===== src/rtl/sram_axi_bridge_pkg.sv =====
// Shared types and constants for the SRAM-to-AXI3 bridge.
// Holds the read and write state encodings, the AXI IDs and the size helper.
package bridge_pkg;

   typedef enum logic [1:0] {
      R_IDLE = 2'd0,
      R_AR   = 2'd1,
      R_WAIT = 2'd2
   } rd_state_t;

   typedef enum logic [1:0] {
      W_IDLE   = 2'd0,
      W_SEND   = 2'd1,
      W_WAIT_B = 2'd2
   } wr_state_t;

   localparam logic [3:0] ID_INST = 4'd0;
   localparam logic [3:0] ID_DATA = 4'd1;

   // SRAM size 0/1/2 maps directly onto AXI 1/2/4-byte transfer sizes.
   function automatic logic [2:0] size_to_axi(input logic [1:0] size);
      return {1'b0, size};
   endfunction

endpackage


===== src/rtl/sram_axi_bridge_if.sv =====
// AXI3 master-side signal bundle used by sram_axi_bridge (single-beat, 32-bit).
// Fixed fields (len, burst, lock, cache, prot, awid, wlast) are tied off outside the bridge.
interface sram_axi_bridge_if #(
   parameter int ADDR_W = 32,
   parameter int DATA_W = 32
);
   logic [3:0]          arid;
   logic [ADDR_W-1:0]   araddr;
   logic [2:0]          arsize;
   logic                arvalid;
   logic                arready;

   logic [3:0]          rid;
   logic [DATA_W-1:0]   rdata;
   logic                rvalid;
   logic                rready;

   logic [ADDR_W-1:0]   awaddr;
   logic [2:0]          awsize;
   logic                awvalid;
   logic                awready;

   logic [DATA_W-1:0]   wdata;
   logic [DATA_W/8-1:0] wstrb;
   logic                wvalid;
   logic                wready;

   logic                bvalid;
   logic                bready;

   modport master (
      output arid, araddr, arsize, arvalid, input arready,
      input  rid, rdata, rvalid, output rready,
      output awaddr, awsize, awvalid, input awready,
      output wdata, wstrb, wvalid, input wready,
      input  bvalid, output bready
   );

   modport slave (
      input  arid, araddr, arsize, arvalid, output arready,
      output rid, rdata, rvalid, input rready,
      input  awaddr, awsize, awvalid, output awready,
      input  wdata, wstrb, wvalid, output wready,
      output bvalid, input bready
   );
endinterface


===== src/rtl/sram_axi_bridge_wr_ctrl.sv =====
// Write side of the bridge: W_IDLE -> W_SEND -> W_WAIT_B, with independent AW/W handshakes.
// The latched awaddr doubles as the pending-write address for read-after-write checks.
module bridge_wr_ctrl
   import bridge_pkg::*;
#(
   parameter int ADDR_W = 32,
   parameter int DATA_W = 32
) (
   input  logic                clk,
   input  logic                reset,
   input  logic                accept,
   input  logic [ADDR_W-1:0]   req_addr,
   input  logic [1:0]          req_size,
   input  logic [DATA_W-1:0]   req_wdata,
   input  logic [DATA_W/8-1:0] req_wstrb,
   input  logic                b_block,
   output logic [ADDR_W-1:0]   awaddr,
   output logic [2:0]          awsize,
   output logic                awvalid,
   input  logic                awready,
   output logic [DATA_W-1:0]   wdata,
   output logic [DATA_W/8-1:0] wstrb,
   output logic                wvalid,
   input  logic                wready,
   input  logic                bvalid,
   output logic                bready,
   output logic                data_ok,
   output logic                busy
);

   wr_state_t state, state_next;
   logic      aw_done, w_done;

   // NOTE: sequential state uses non-blocking assignments so every register samples pre-edge values.
   always_ff @(posedge clk) begin
      if (reset) begin
         state   <= W_IDLE;
         aw_done <= 1'b0;
         w_done  <= 1'b0;
         awaddr  <= '0;
         awsize  <= '0;
         wdata   <= '0;
         wstrb   <= '0;
      end else begin
         state <= state_next;
         if (accept) begin
            awaddr <= req_addr;
            awsize <= size_to_axi(req_size);
            wdata  <= req_wdata;
            wstrb  <= req_wstrb;
         end
         if (state != W_SEND) begin
            aw_done <= 1'b0;
            w_done  <= 1'b0;
         end else begin
            if (awvalid && awready) aw_done <= 1'b1;
            if (wvalid && wready)   w_done  <= 1'b1;
         end
      end
   end

   // NOTE: every output gets a default first so no path through the case infers a latch.
   always_comb begin
      state_next = state;
      awvalid    = 1'b0;
      wvalid     = 1'b0;
      bready     = 1'b0;
      data_ok    = 1'b0;
      case (state)
         W_IDLE: begin
            if (accept) state_next = W_SEND;
         end
         W_SEND: begin
            awvalid = ~aw_done;
            wvalid  = ~w_done;
            if ((aw_done || awready) && (w_done || wready)) state_next = W_WAIT_B;
         end
         W_WAIT_B: begin
            // A same-cycle read response takes the data port; B waits one cycle.
            bready = ~b_block;
            if (bvalid && !b_block) begin
               data_ok    = 1'b1;
               state_next = W_IDLE;
            end
         end
         default: state_next = W_IDLE;
      endcase
   end

   assign busy = (state != W_IDLE);

endmodule


===== src/rtl/sram_axi_bridge.sv =====
// Bridges the CPU inst (read-only) and data (read/write) SRAM-like ports onto one AXI3 master.
// Build option SRAM_AXI_RAW_CHECK_EN: inst reads may bypass a pending write to a different word.
module sram_axi_bridge
   import bridge_pkg::*;
#(
   parameter int ADDR_W = 32,
   parameter int DATA_W = 32
) (
   input  logic                clk,
   input  logic                reset,

   input  logic                inst_req,
   input  logic [1:0]          inst_size,
   input  logic [ADDR_W-1:0]   inst_addr,
   output logic                inst_addr_ok,
   output logic                inst_data_ok,
   output logic [DATA_W-1:0]   inst_rdata,

   input  logic                data_req,
   input  logic                data_wr,
   input  logic [1:0]          data_size,
   input  logic [DATA_W/8-1:0] data_wstrb,
   input  logic [ADDR_W-1:0]   data_addr,
   input  logic [DATA_W-1:0]   data_wdata,
   output logic                data_addr_ok,
   output logic                data_data_ok,
   output logic [DATA_W-1:0]   data_rdata,

   sram_axi_bridge_if.master   axi
);

   rd_state_t         rd_state, rd_next;
   logic [3:0]        rd_id;
   logic [ADDR_W-1:0] rd_addr;
   logic [2:0]        rd_size;

   logic rd_idle, wr_busy, wr_ok, wr_accept, wr_data_ok;
   logic data_rd_accept, inst_accept, r_fire, rd_data_ok;
`ifdef SRAM_AXI_RAW_CHECK_EN
   logic raw_hit;
`endif

   // Acceptance: the data port never has two requests outstanding, and data reads beat inst reads.
   always_comb begin
      rd_idle        = (rd_state == R_IDLE);
      data_rd_accept = data_req && !data_wr && rd_idle && !wr_busy;
`ifdef SRAM_AXI_RAW_CHECK_EN
      wr_ok          = !wr_busy && (rd_idle || (rd_id == ID_INST));
      wr_accept      = data_req && data_wr && wr_ok;
      raw_hit        = wr_busy && (inst_addr[ADDR_W-1:2] == axi.awaddr[ADDR_W-1:2]);
      inst_accept    = inst_req && rd_idle && !raw_hit && !wr_accept && !data_rd_accept;
`else
      wr_ok          = !wr_busy && rd_idle;
      wr_accept      = data_req && data_wr && wr_ok;
      inst_accept    = inst_req && rd_idle && !wr_busy && !wr_accept && !data_rd_accept;
`endif
   end

   always_ff @(posedge clk) begin
      if (reset) begin
         rd_state <= R_IDLE;
         rd_id    <= ID_INST;
         rd_addr  <= '0;
         rd_size  <= '0;
      end else begin
         rd_state <= rd_next;
         if (data_rd_accept) begin
            rd_id   <= ID_DATA;
            rd_addr <= data_addr;
            rd_size <= size_to_axi(data_size);
         end else if (inst_accept) begin
            rd_id   <= ID_INST;
            rd_addr <= inst_addr;
            rd_size <= size_to_axi(inst_size);
         end
      end
   end

   always_comb begin
      rd_next      = rd_state;
      axi.arvalid  = 1'b0;
      axi.rready   = 1'b0;
      r_fire       = 1'b0;
      inst_data_ok = 1'b0;
      rd_data_ok   = 1'b0;
      inst_rdata   = '0;
      data_rdata   = '0;
      case (rd_state)
         R_IDLE: begin
            if (data_rd_accept || inst_accept) rd_next = R_AR;
         end
         R_AR: begin
            axi.arvalid = 1'b1;
            if (axi.arready) rd_next = R_WAIT;
         end
         R_WAIT: begin
            axi.rready = 1'b1;
            if (axi.rvalid) begin
               r_fire  = 1'b1;
               rd_next = R_IDLE;
               if (axi.rid == ID_INST) begin
                  inst_data_ok = 1'b1;
                  inst_rdata   = axi.rdata;
               end else begin
                  rd_data_ok = 1'b1;
                  data_rdata = axi.rdata;
               end
            end
         end
         default: rd_next = R_IDLE;
      endcase
   end

   assign axi.arid     = rd_id;
   assign axi.araddr   = rd_addr;
   assign axi.arsize   = rd_size;
   assign inst_addr_ok = inst_accept;
   assign data_addr_ok = data_rd_accept || wr_accept;
   assign data_data_ok = rd_data_ok || wr_data_ok;

   bridge_wr_ctrl #(
      .ADDR_W (ADDR_W),
      .DATA_W (DATA_W)
   ) u_wr_ctrl (
      .clk       (clk),
      .reset     (reset),
      .accept    (wr_accept),
      .req_addr  (data_addr),
      .req_size  (data_size),
      .req_wdata (data_wdata),
      .req_wstrb (data_wstrb),
      .b_block   (r_fire),
      .awaddr    (axi.awaddr),
      .awsize    (axi.awsize),
      .awvalid   (axi.awvalid),
      .awready   (axi.awready),
      .wdata     (axi.wdata),
      .wstrb     (axi.wstrb),
      .wvalid    (axi.wvalid),
      .wready    (axi.wready),
      .bvalid    (axi.bvalid),
      .bready    (axi.bready),
      .data_ok   (wr_data_ok),
      .busy      (wr_busy)
   );

endmodule


===== src/flat_wrapper.sv =====
// flat-port wrapper written by rule: the top's interface ports become plain ports
module sram_axi_bridge_flat import bridge_pkg::*;
#(
   parameter int ADDR_W = 32,
   parameter int DATA_W = 32
)
  (clk, reset, inst_req, inst_size, inst_addr, inst_addr_ok, inst_data_ok, inst_rdata, data_req, data_wr, data_size, data_wstrb, data_addr, data_wdata, data_addr_ok, data_data_ok, data_rdata, axi_arid, axi_araddr, axi_arsize, axi_arvalid, axi_arready, axi_rid, axi_rdata, axi_rvalid, axi_rready, axi_awaddr, axi_awsize, axi_awvalid, axi_awready, axi_wdata, axi_wstrb, axi_wvalid, axi_wready, axi_bvalid, axi_bready);
  sram_axi_bridge_if #(.ADDR_W(ADDR_W), .DATA_W(DATA_W)) axi_i ();
  input  logic clk;
  input  logic reset;
  input  logic inst_req;
  input  logic [1:0] inst_size;
  input  logic [ADDR_W-1:0] inst_addr;
  output logic inst_addr_ok;
  output logic inst_data_ok;
  output logic [DATA_W-1:0] inst_rdata;
  input  logic data_req;
  input  logic data_wr;
  input  logic [1:0] data_size;
  input  logic [DATA_W/8-1:0] data_wstrb;
  input  logic [ADDR_W-1:0] data_addr;
  input  logic [DATA_W-1:0] data_wdata;
  output logic data_addr_ok;
  output logic data_data_ok;
  output logic [DATA_W-1:0] data_rdata;
  output wire logic [$bits(axi_i.arid)-1:0] axi_arid;
  output wire logic [$bits(axi_i.araddr)-1:0] axi_araddr;
  output wire logic [$bits(axi_i.arsize)-1:0] axi_arsize;
  output wire logic [$bits(axi_i.arvalid)-1:0] axi_arvalid;
  input wire logic [$bits(axi_i.arready)-1:0] axi_arready;
  input wire logic [$bits(axi_i.rid)-1:0] axi_rid;
  input wire logic [$bits(axi_i.rdata)-1:0] axi_rdata;
  input wire logic [$bits(axi_i.rvalid)-1:0] axi_rvalid;
  output wire logic [$bits(axi_i.rready)-1:0] axi_rready;
  output wire logic [$bits(axi_i.awaddr)-1:0] axi_awaddr;
  output wire logic [$bits(axi_i.awsize)-1:0] axi_awsize;
  output wire logic [$bits(axi_i.awvalid)-1:0] axi_awvalid;
  input wire logic [$bits(axi_i.awready)-1:0] axi_awready;
  output wire logic [$bits(axi_i.wdata)-1:0] axi_wdata;
  output wire logic [$bits(axi_i.wstrb)-1:0] axi_wstrb;
  output wire logic [$bits(axi_i.wvalid)-1:0] axi_wvalid;
  input wire logic [$bits(axi_i.wready)-1:0] axi_wready;
  input wire logic [$bits(axi_i.bvalid)-1:0] axi_bvalid;
  output wire logic [$bits(axi_i.bready)-1:0] axi_bready;
  assign axi_arid = axi_i.arid;
  assign axi_araddr = axi_i.araddr;
  assign axi_arsize = axi_i.arsize;
  assign axi_arvalid = axi_i.arvalid;
  assign axi_i.arready = axi_arready;
  assign axi_i.rid = axi_rid;
  assign axi_i.rdata = axi_rdata;
  assign axi_i.rvalid = axi_rvalid;
  assign axi_rready = axi_i.rready;
  assign axi_awaddr = axi_i.awaddr;
  assign axi_awsize = axi_i.awsize;
  assign axi_awvalid = axi_i.awvalid;
  assign axi_i.awready = axi_awready;
  assign axi_wdata = axi_i.wdata;
  assign axi_wstrb = axi_i.wstrb;
  assign axi_wvalid = axi_i.wvalid;
  assign axi_i.wready = axi_wready;
  assign axi_i.bvalid = axi_bvalid;
  assign axi_bready = axi_i.bready;
  sram_axi_bridge #(.ADDR_W(ADDR_W), .DATA_W(DATA_W)) u_core (.clk(clk), .reset(reset), .inst_req(inst_req), .inst_size(inst_size), .inst_addr(inst_addr), .inst_addr_ok(inst_addr_ok), .inst_data_ok(inst_data_ok), .inst_rdata(inst_rdata), .data_req(data_req), .data_wr(data_wr), .data_size(data_size), .data_wstrb(data_wstrb), .data_addr(data_addr), .data_wdata(data_wdata), .data_addr_ok(data_addr_ok), .data_data_ok(data_data_ok), .data_rdata(data_rdata), .axi(axi_i));
endmodule

===== config.mk =====
export PLATFORM = sky130hd
export DESIGN_NAME = sram_axi_bridge_flat
export DESIGN_NICKNAME = d
export VERILOG_FILES = /design/src/rtl/sram_axi_bridge_pkg.sv /design/src/rtl/sram_axi_bridge_if.sv /design/src/rtl/sram_axi_bridge_wr_ctrl.sv /design/src/rtl/sram_axi_bridge.sv /design/src/flat_wrapper.sv
export SDC_FILE = /design/constraint.sdc
export NUM_CORES = 1
export LEC_CHECK = 0
export BUFFER_PORTS_ARGS = -buffer_cell sky130_fd_sc_hd__buf_2
export CAP_MARGIN = 20
export CORE_AREA = 4 4 128 130
export DETAILED_ROUTE_END_ITERATION = 12
export DIE_AREA = 0 0 132 134
export PLACE_DENSITY = 0.63
export SYNTH_ARGS = -nofsm -noshare
export SYNTH_HDL_FRONTEND = slang
export SYNTH_SLANG_ARGS = --single-unit

===== constraint.sdc =====
create_clock -name clk -period 2.1 [get_ports clk]
set_clock_uncertainty 0.2 [all_clocks]
set_input_delay 0 -clock clk [delete_from_list [all_inputs] [get_ports clk]]
set_output_delay 0 -clock clk [all_outputs]
set_load 0.005 [all_outputs]

# --- Word level (Yosys, flattened, before mapping) ---
# Index checks and enable logic that the tools add are counted.
word_totals:
  reg_bits: 111
  input_bits: 150
  out_inout_bits: 183
  word_cells: 92
classes:
  eq_ne: 11
  muxes: 35
  bitwise_logic: 3
  reduce_logical: 32
ops:
  columns: ["op", "n"]
  rows:
  - ["32-bit 2-to-1 mux", 8]
  - ["1-bit 2-to-1 mux", 17]
  - ["2-bit 2-to-1 mux", 8]
  - ["1-bit logical AND", 14]
  - ["2-bit case mux with 3 select lines", 2]
  - ["2-bit != test (second input constant)", 5]
  - ["3-bit AND reduction", 2]
  - ["1-bit zero test", 5]
  - ["1-bit logical OR", 5]
  - ["2-bit by 1-bit equality test with 1-bit output (second input constant)", 2]
  - ["2-bit equality test (second input constant)", 2]
  - ["2-bit zero test", 2]
  - ["4-bit zero test", 1]
  - ["2-bit by 1-bit != test with 1-bit output (second input constant)", 2]
  - ["2-bit nonzero test", 2]
  - ["1-bit NOT", 3]
  - ["2-bit OR reduction", 1]

# --- Depth between registers and ports, before layout ---
# Gate-level depths: netlist of run 1.
depth:
  word_depth: 10
  mapped_depth: 6
  mapped_depth_nobuf: 3

# --- Modules after synthesis ---
# From an unflattened synthesis of run 1, not the netlist that was laid out.
hier_totals:
  cells_unflattened: 544
  area_unflattened_um2: 5154.9
by_module_without_submodules:
  columns: ["module", "instances", "cells_each", "area_per_inst_um2", "seq_area_each_um2"]
  rows:
  - ["bridge_wr_ctrl", 1, 250, 2653.8, 1481.4]
  - ["sram_axi_bridge", 1, 294, 2501.1, 740.7]

# --- Worst setup path after synthesis of run 1 ---
# No wires, ideal clock.
synth_timing:
  kind: "reg2reg"
  from: "register u_core.u_wr_ctrl.state[1]"
  to: "register u_core.u_wr_ctrl.awaddr[27]"
  setup_ns: 0.132
  t_arrival_ns: 1.357
  t_required_ns: 1.768
  setup_slack_ns: 0.411
  stages_incl_launch_ff: 6
  path_buffers: 2
  synth_period_minus_slack_ns: 1.689
  path_cell_list: "dfxtp_1 > or4_1 > buf_6 > buf_6 > o21ai_0 > a21oi_1"
synth_between:
  elab_chain_cells: 4
synth_rtl:
  columns: ["element", "line", "rtl"]
  rows:
  - ["from (decl)", "sram_axi_bridge_wr_ctrl.sv:31", "wr_state_t state, state_next;"]
  - ["from (signal assigned)", "sram_axi_bridge_wr_ctrl.sv:45", "state <= state_next;"]
  - ["2-bit nonzero test", "sram_axi_bridge_wr_ctrl.sv:90", "assign busy = (state != W_IDLE);"]
  - ["1-bit zero test", "sram_axi_bridge.sv:53", "wr_ok = !wr_busy && rd_idle;"]
  - ["1-bit logical AND", "sram_axi_bridge.sv:53", null]
  - ["1-bit logical AND", "sram_axi_bridge.sv:54", "wr_accept = data_req && data_wr && wr_ok;"]
  - ["to (signal assigned)", "sram_axi_bridge_wr_ctrl.sv:47", "awaddr <= req_addr;"]
  - ["to (decl)", "sram_axi_bridge_wr_ctrl.sv:17", "output logic [ADDR_W-1:0] awaddr,"]
# Every way passes these cells.
# A chain may end at the register's enable or synchronous reset.

# --- Final worst setup path of run 1 ---
layout_timing:
  from: "register u_core.rd_state[1]"
  to: "output inst_rdata[10]"
layout_between:
  elab_chain_cells: 2
layout_rtl:
  columns: ["element", "line", "rtl"]
  rows:
  - ["from (decl)", "sram_axi_bridge.sv:32", "rd_state_t rd_state, rd_next;"]
  - ["from (signal assigned)", "sram_axi_bridge.sv:66", "rd_state <= rd_next;"]
  - ["2-bit equality test", "sram_axi_bridge.sv:88", "case (rd_state)"]
  - ["32-bit 2-to-1 mux", "sram_axi_bridge.sv:88", null]
  - ["to (decl)", "flat_wrapper.sv:16", "output logic [DATA_W-1:0] inst_rdata;"]
# Every way passes these cells.

==> flow_summary.json, run 1 <==
{
  "dp_worst_setup_slack_ns": 0.0839,
  "worst_pin_slew_ns": 0.671,
  "timing.fmax_mhz": 502,
  "switching_share": 0.294,
  "grt_pass1_vias": 6247,
  "synth_top_area_share": 0.435,
  "finalInstanceArea_mm2": 0.00832,
  "die-area_mm2": 0.0177,
  "postSynthCellCount": 623,
  "htreeDepth": 3,
  "ant_nets": 0,
  "core.rowCount": 45,
  "pwr-share-seq": 0.432,
  "num_antenna_cells": 0,
  "period_minus_slack_ns": 1.99,
  "power_mw": 5.37,
  "max-slew-margin-rel": 0.551,
  "outcome": "finished clean",
  "ys_seq_elements": 111,
  "antenna_found_initial": 1,
  "max_cap_violations": 0,
  "cp_max_fo": 33,
  "synth.area.top_cells": "dfxtp_1 43%, a32o_1 8.2%, and2_1 8.2%",
  "synth_top_family_by_area": "compound AO/OA/AOI/OAI gates",
  "grt_max_degree": 72,
  "fp.dieW_um": 132,
  "gp_congestion": 0.855,
  "yosys_warnings": 0,
  "drive_gt1_frac": 0.357,
  "p_int_mw": 3.79,
  "p_leak_nw": 3.96,
  "netlist_area_mm2": 0.00511,
  "switching_power_mw": 1.58,
  "grt_usage": 0.229,
  "required_ns": 1.90,
  "synth-compound-area-share": 0.264,
  "grt-ovfl-total": 0,
  "synth-simple-area-share": 0.220,
  "fin_crit_sh": 0.949,
  "fin_setup_tns_ns": 0,
  "yosysUniqueCellTypes": 31,
  "routed_wl_mm": 21.5,
  "synthAdderAreaFrac": 0,
  "via_count": 6294,
  "layout.nets": 1177,
  "synthMuxAreaShare": 0,
  "wl_per_cell_um": 17.7,
  "comb_power_share": 0.240,
  "clk_pin_slew_ns": 0.07,
  "report.final.slew_viol_count": 0,
  "first_iter_violations": 432,
  "hp-class": "in -> out",
  "rsz0062_at_grt": "no",
  "synth-xor-area-share": 0,
  "final_util": 0.549,
  "drc_errors": 0,
  "numCtsBuffers": 9,
  "io-pin-count": 333,
  "start_util": 0.337,
  "yosysTopAreaCell": "dfxtp_1",
  "clock_sinks": 111,
  "fp.dieH_um": 134,
  "root_buffer": "clkbuf_16",
  "hold_violations": 0,
  "yosysSeqAreaShare": 0.435,
  "ir_worst_vdd_uv": 497,
  "clk_path_buf_depth": 2,
  "clockPowerShare": 0.328,
  "grt_pass1_wl_mm": 33.2,
  "worstSetupEndpointType": "output port",
  "whs_ns": 0.0741,
  "tritoncts": "built",
  "layout_setup_ws_ns": 0.107,
  "via_per_inst": 5.16,
  "start_kind": "register",
  "fin_cells": 1220,
  "dr.pass1.iters": 4,
  "setup_violations": 0,
  "syn_to_final_growth_pct": 62.8,
  "path_class": "reg -> out",
  "worstPathArrival_ns": 1.79,
  "postPlaceCellArea_mm2": 0.00681,
  "powerDensity_mw_per_mm2": 645,
  "clkLatencyLatePin_ns": 0.35,
  "coreArea_mm2": 0.0151,
  "hpwl_mm": 14.3,
  "synth_area_per_cell_um2": 8.20,
  "portBuffers": 327,
  "dp_cells": 1086
}
## cells in the mapped netlist
cell and instances:
a21oi_1 75, a22oi_1 1, a32o_1 42, a41o_1 1, and2_1 67, and3_1 1
buf_1 3, buf_2 16, buf_4 5, buf_6 11, clkbuf_1 39, clkinv_1 2
conb_1 1, dfxtp_1 111, inv_1 2, nand2_1 54, nand2b_1 4, nand3_1 70
nand3b_1 1, nor2_1 8, nor2_8 1, nor2b_1 3, nor3_1 2, nor4_1 2
nor4_2 1, o211ai_1 1, o21a_1 1, o21ai_0 53, o21ai_1 17, o22ai_1 27
or4_1 1
## worst max-delay path, cell delays in order (launching register included)
cell and delay [ns]:
dfxtp_1 0.44, nor2b_2 0.24, and3_1 0.17, buf_4 0.27
and2_1 0.19, buf_2 0.11
## timing repair
item | in CTS | in global routing
gates resized for setup | 0 | 2
hold buffers | 117 | 0
endpoints found under the hold margin | 110 | 0
endpoints found under the setup margin | 0 | 57
buffers inserted | 0 | 0
## layout make-up
cell class / instances / area [µm²]
flip-flops and latches: 111 / 2220
inverters: 4 / 15.0
clock inverters: 7 / 83.8
clock buffers: 9 / 225
well taps: 188 / 235
repair buffers: 463 / 3030
multi-input cells: 438 / 2510
fillers: 1389 / 6830
## per-layer routing
metal	part of all wire	GRT usage	vias to the layer above	routed length, µm
met5	0	0	-	0
met4	0.039	0.104	0	834
met3	0.069	0.0533	59	1480
met2	0.48	0.369	303	10300
met1	0.41	0.294	2906	8900
li1	-	-	3026	-
## cell usage in the layout, fill, tap and decap left out, drive strengths merged, types with 2 or more instances in the layout
cell type	count
a21oi	75
a32o	42
and2	67
buf	345
clkbuf	10
clkinv	6
conb	5
dfxtp	111
dlygate4sd3	117
inv	3
nand2	54
nand2b	4
nand3	70
nor2	9
nor2b	3
nor3	2
nor4	3
o21ai	70
o22ai	27
## registers in the layout (all words and copies together) (netlist names)
| signal | cells |
|---|---|
| u_core.axi.araddr | 32 |
| u_core.u_wr_ctrl.awaddr | 32 |
| u_core.u_wr_ctrl.wdata | 32 |
| u_core.u_wr_ctrl.wstrb | 4 |
| u_core.axi.arsize | 2 |
| u_core.rd_state | 2 |
| u_core.u_wr_ctrl.awsize | 2 |
| u_core.u_wr_ctrl.state | 2 |
| u_core.axi.arid | 1 |
| u_core.u_wr_ctrl.aw_done | 1 |
| u_core.u_wr_ctrl.w_done | 1 |
## power by group through the flow
stage | Sequential (mW) | Clock (mW) | Combinational, mW
after floorplan | 2.37 | 0 | 0.607
after global placement | 2.37 | 0 | 1.07
after CTS | 2.32 | 1.79 | 1.24
final | 2.32 | 1.76 | 1.29
after global routing | 2.34 | 1.88 | 1.40
after detailed placement | 2.37 | 0 | 1.07
## path summary, 6_finish.rpt
path | start | endpoint | slack (ns) | depth (start not counted)
worst max register to register | u_core.u_wr_ctrl.state[1] | u_core.axi.araddr[26] | 0.24 | 5
worst max-delay path | u_core.rd_state[1] | inst_rdata[10] | 0.11 | 5
worst min-delay path | axi_rdata[15] | data_rdata[15] | 0.07 | 3
worst min register to register | u_core.u_wr_ctrl.awaddr[12] | u_core.u_wr_ctrl.awaddr[12] | 0.27 | 2
## cell families after synthesis
| kind of cell | Yosys count |
|---|---|
| compound gates | 218 |
| buf+inv | 78 |
| flops | 111 |
| other cells | 1 |
| simple gates | 215 |
Note: power is estimated with default switching activity, not from simulation.
==> inputs of run 2 (changes only) <==
--- a/config.mk
+++ b/config.mk
@@ -7,10 +7,10 @@
 export LEC_CHECK = 0
 export BUFFER_PORTS_ARGS = -buffer_cell sky130_fd_sc_hd__buf_2
 export CAP_MARGIN = 20
-export CORE_AREA = 4 4 128 130
+export CORE_AREA = 4 4 129 131
 export DETAILED_ROUTE_END_ITERATION = 12
-export DIE_AREA = 0 0 132 134
-export PLACE_DENSITY = 0.63
+export DIE_AREA = 0 0 133 135
+export PLACE_DENSITY = 0.65
 export SYNTH_ARGS = -nofsm -noshare
 export SYNTH_HDL_FRONTEND = slang
 export SYNTH_SLANG_ARGS = --single-unit
==> constraint.sdc (replaced) <==
create_clock -name clk -period 1.7 [get_ports clk]
set_clock_uncertainty 0.2 [all_clocks]
set_input_delay 0 -clock clk [delete_from_list [all_inputs] [get_ports clk]]
set_output_delay 0 -clock clk [all_outputs]
set_load 0.005 [all_outputs]
==> run 2 against run 1 <==
  * The run now ends with setup timing left
  * Hold slack got worse by 0.024 ns
  * Global-route usage rose by 0.50 points
  * Sequential share of layout area fell by 2.1 points
  * Largest cell class unchanged
  * Critical endpoint is now u_core.axi.arid[0]
  * Clock power rose by 25%
  * Highest routed layer unchanged
  * Final area rose by 8.9%
  * Power rose by 31%
  * Sequential power rose by 23%
  * Critical path depth rose by 3
  * Clock-buffer cell count rose by 1
  * Wire length rose by 5.1%
  * Cell count rose by 4.7%
  * Register-to-register slack got worse by 0.38 ns
==> flow_summary.json, run 2 (same netlist as run 1, synthesis figures left out) <==
{
  "min_to": "u_core.u_wr_ctrl.state[0]",
  "p_leak_nw": 4.21,
  "core.rowCount": 46,
  "r2r_setup_slack_ns": -0.14,
  "worstSetupEndpointType": "register",
  "worst_pin_slew_ns": 0.651,
  "powerDensity_mw_per_mm2": 777,
  "coreArea_mm2": 0.0156,
  "clkLatencyLatePin_ns": 0.35,
  "fp.dieW_um": 133,
  "routed_wl_mm": 22.6,
  "hold_violations": 0,
  "numCtsBuffers": 9,
  "portBuffers": 327,
  "period_minus_slack_ns": 1.84,
  "final_common_cell": "buf_2",
  "htreeDepth": 3,
  "via_per_inst": 5.06,
  "max-slew-margin-rel": 0.562,
  "violations": "setup timing",
  "fin_cells": 1277,
  "max_cap_violations": 0,
  "path_class": "reg -> reg",
  "start_util": 0.328,
  "layout.nets": 1204,
  "report.final.slew_viol_count": 0,
  "setup_violations": 162,
  "dr.pass1.iters": 5,
  "wl_per_cell_um": 17.7,
  "hp-class": "in -> reg",
  "drive_gt1_frac": 0.421,
  "reg2reg_from": "u_core.rd_state[0]",
  "final_cell_mix": "308 x buf_2, 112 x dlygate4sd3_1, 108 x dfxtp_1, 68 x a21oi_1, 55 x nand3_1",
  "io-pin-count": 333,
  "via_count": 6460,
  "gp_congestion": 0.798,
  "hpwl_mm": 14.8,
  "rsz0062_at_grt": "yes",
  "first_iter_violations": 385,
  "ant_nets": 0,
  "grt_usage": 0.234,
  "min_from": "data_req",
  "clk_path_buf_depth": 2,
  "r2r-end": "u_core.axi.arid[0]",
  "cp_max_fo": 5,
  "grt_pass1_wl_mm": 33.9,
  "worstPathArrival_ns": 1.90,
  "drc_errors": 0,
  "hold_depth": 4,
  "outcome": "complete, but fails checks",
  "grt_max_degree": 63,
  "r2r_cells": 8,
  "grt-ovfl-total": 0,
  "dp_worst_setup_slack_ns": -0.213,
  "die-area_mm2": 0.0180,
  "antenna_found_initial": 3,
  "ir_worst_vdd_uv": 638,
  "clk_pin_slew_ns": 0.08,
  "fp.dieH_um": 135,
  "fin_crit_sh": 1.08,
  "root_buffer": "clkbuf_16",
  "grt_pass1_vias": 6146,
  "start_kind": "register",
  "tritoncts": "built",
  "layout_setup_ws_ns": -0.137,
  "required_ns": 1.76,
  "dp_cells": 1129,
  "clock_sinks": 111,
  "timing.fmax_mhz": 544,
  "syn_to_final_growth_pct": 77.3
}
## run 2: through the flow
step / hold slack [ns] / cell area, µm² / power (mW) / util / setup TNS [ns]
after floorplan: -0.149 / 5120 / 3.68 / - / 0
after global placement: 0.0549 / 7010 / 4.32 / 0.449 / -16.78
after detailed placement: 0.0600 / 7010 / 4.32 / 0.449 / -17.55
after CTS: 0.0163 / 8860 / 6.98 / 0.568 / -11.81
after global routing: 0.0801 / 9060 / 7.38 / 0.581 / -20.65
final: 0.0498 / 9060 / 7.04 / 0.581 / -11.23
## run 2: final cells by class
type / count / area (µm²)
tap: 216 / 270
fill: 1374 / 6540
antenna: 2 / 5.00
inverter: 4 / 15.0
sequential: 111 / 2230
multi-input combinational: 438 / 2690
timing repair buffer: 490 / 3540
clock buffer: 10 / 229
clock inverter: 6 / 76.3
## run 2: worst max-delay path, cell delays in order, from the launching register on
cell and delay [ns]:
dfxtp_2 0.33, buf_6 0.13, nor4_4 0.28, buf_6 0.17
buf_8 0.11, buf_8 0.13, buf_6 0.10, a21oi_2 0.04
nor4_1 0.26
## run 2: routing by layer
metal	up-vias	wire [µm]	GRT usage
met5	-	0	0
met4	0	622	0.0872
met3	43	1530	0.0533
met2	279	11100	0.379
met1	3034	9360	0.306
li1	3104	-	-
## run 2: what timing repair did
item                       4_1_cts  5_1_grt
hold endpoints to repair       111        0
gates resized for setup         63       70
pin swaps                       32        9
setup buffers                   12        2
setup endpoints to repair      173      175
hold buffers                   112        0
cloned                           5        1
## run 2: power breakdown
group	total [mW]	internal, mW	switching [mW]
logic	1.97	1.00	0.971
clock network	2.20	1.17	1.03
registers	2.86	2.77	0.0871
## run 2: worst max-delay path by stage
stage / slack [ns] / start / to / depth (start not counted)
2_1_floorplan: 0.01 / u_core.u_wr_ctrl.state[1] / u_core.u_wr_ctrl.awaddr[27] / 5
3_3_place_gp: -0.19 / u_core.u_wr_ctrl.state[1] / u_core.u_wr_ctrl.awaddr[11] / 4
3_5_place_dp: -0.21 / u_core.u_wr_ctrl.state[1] / u_core.u_wr_ctrl.wdata[2] / 4
4_1_cts: -0.13 / u_core.rd_state[1] / inst_rdata[10] / 7
5_1_grt: -0.18 / u_core.rd_state[1] / inst_rdata[29] / 6
6_report: -0.14 / u_core.rd_state[0] / u_core.axi.arid[0] / 8
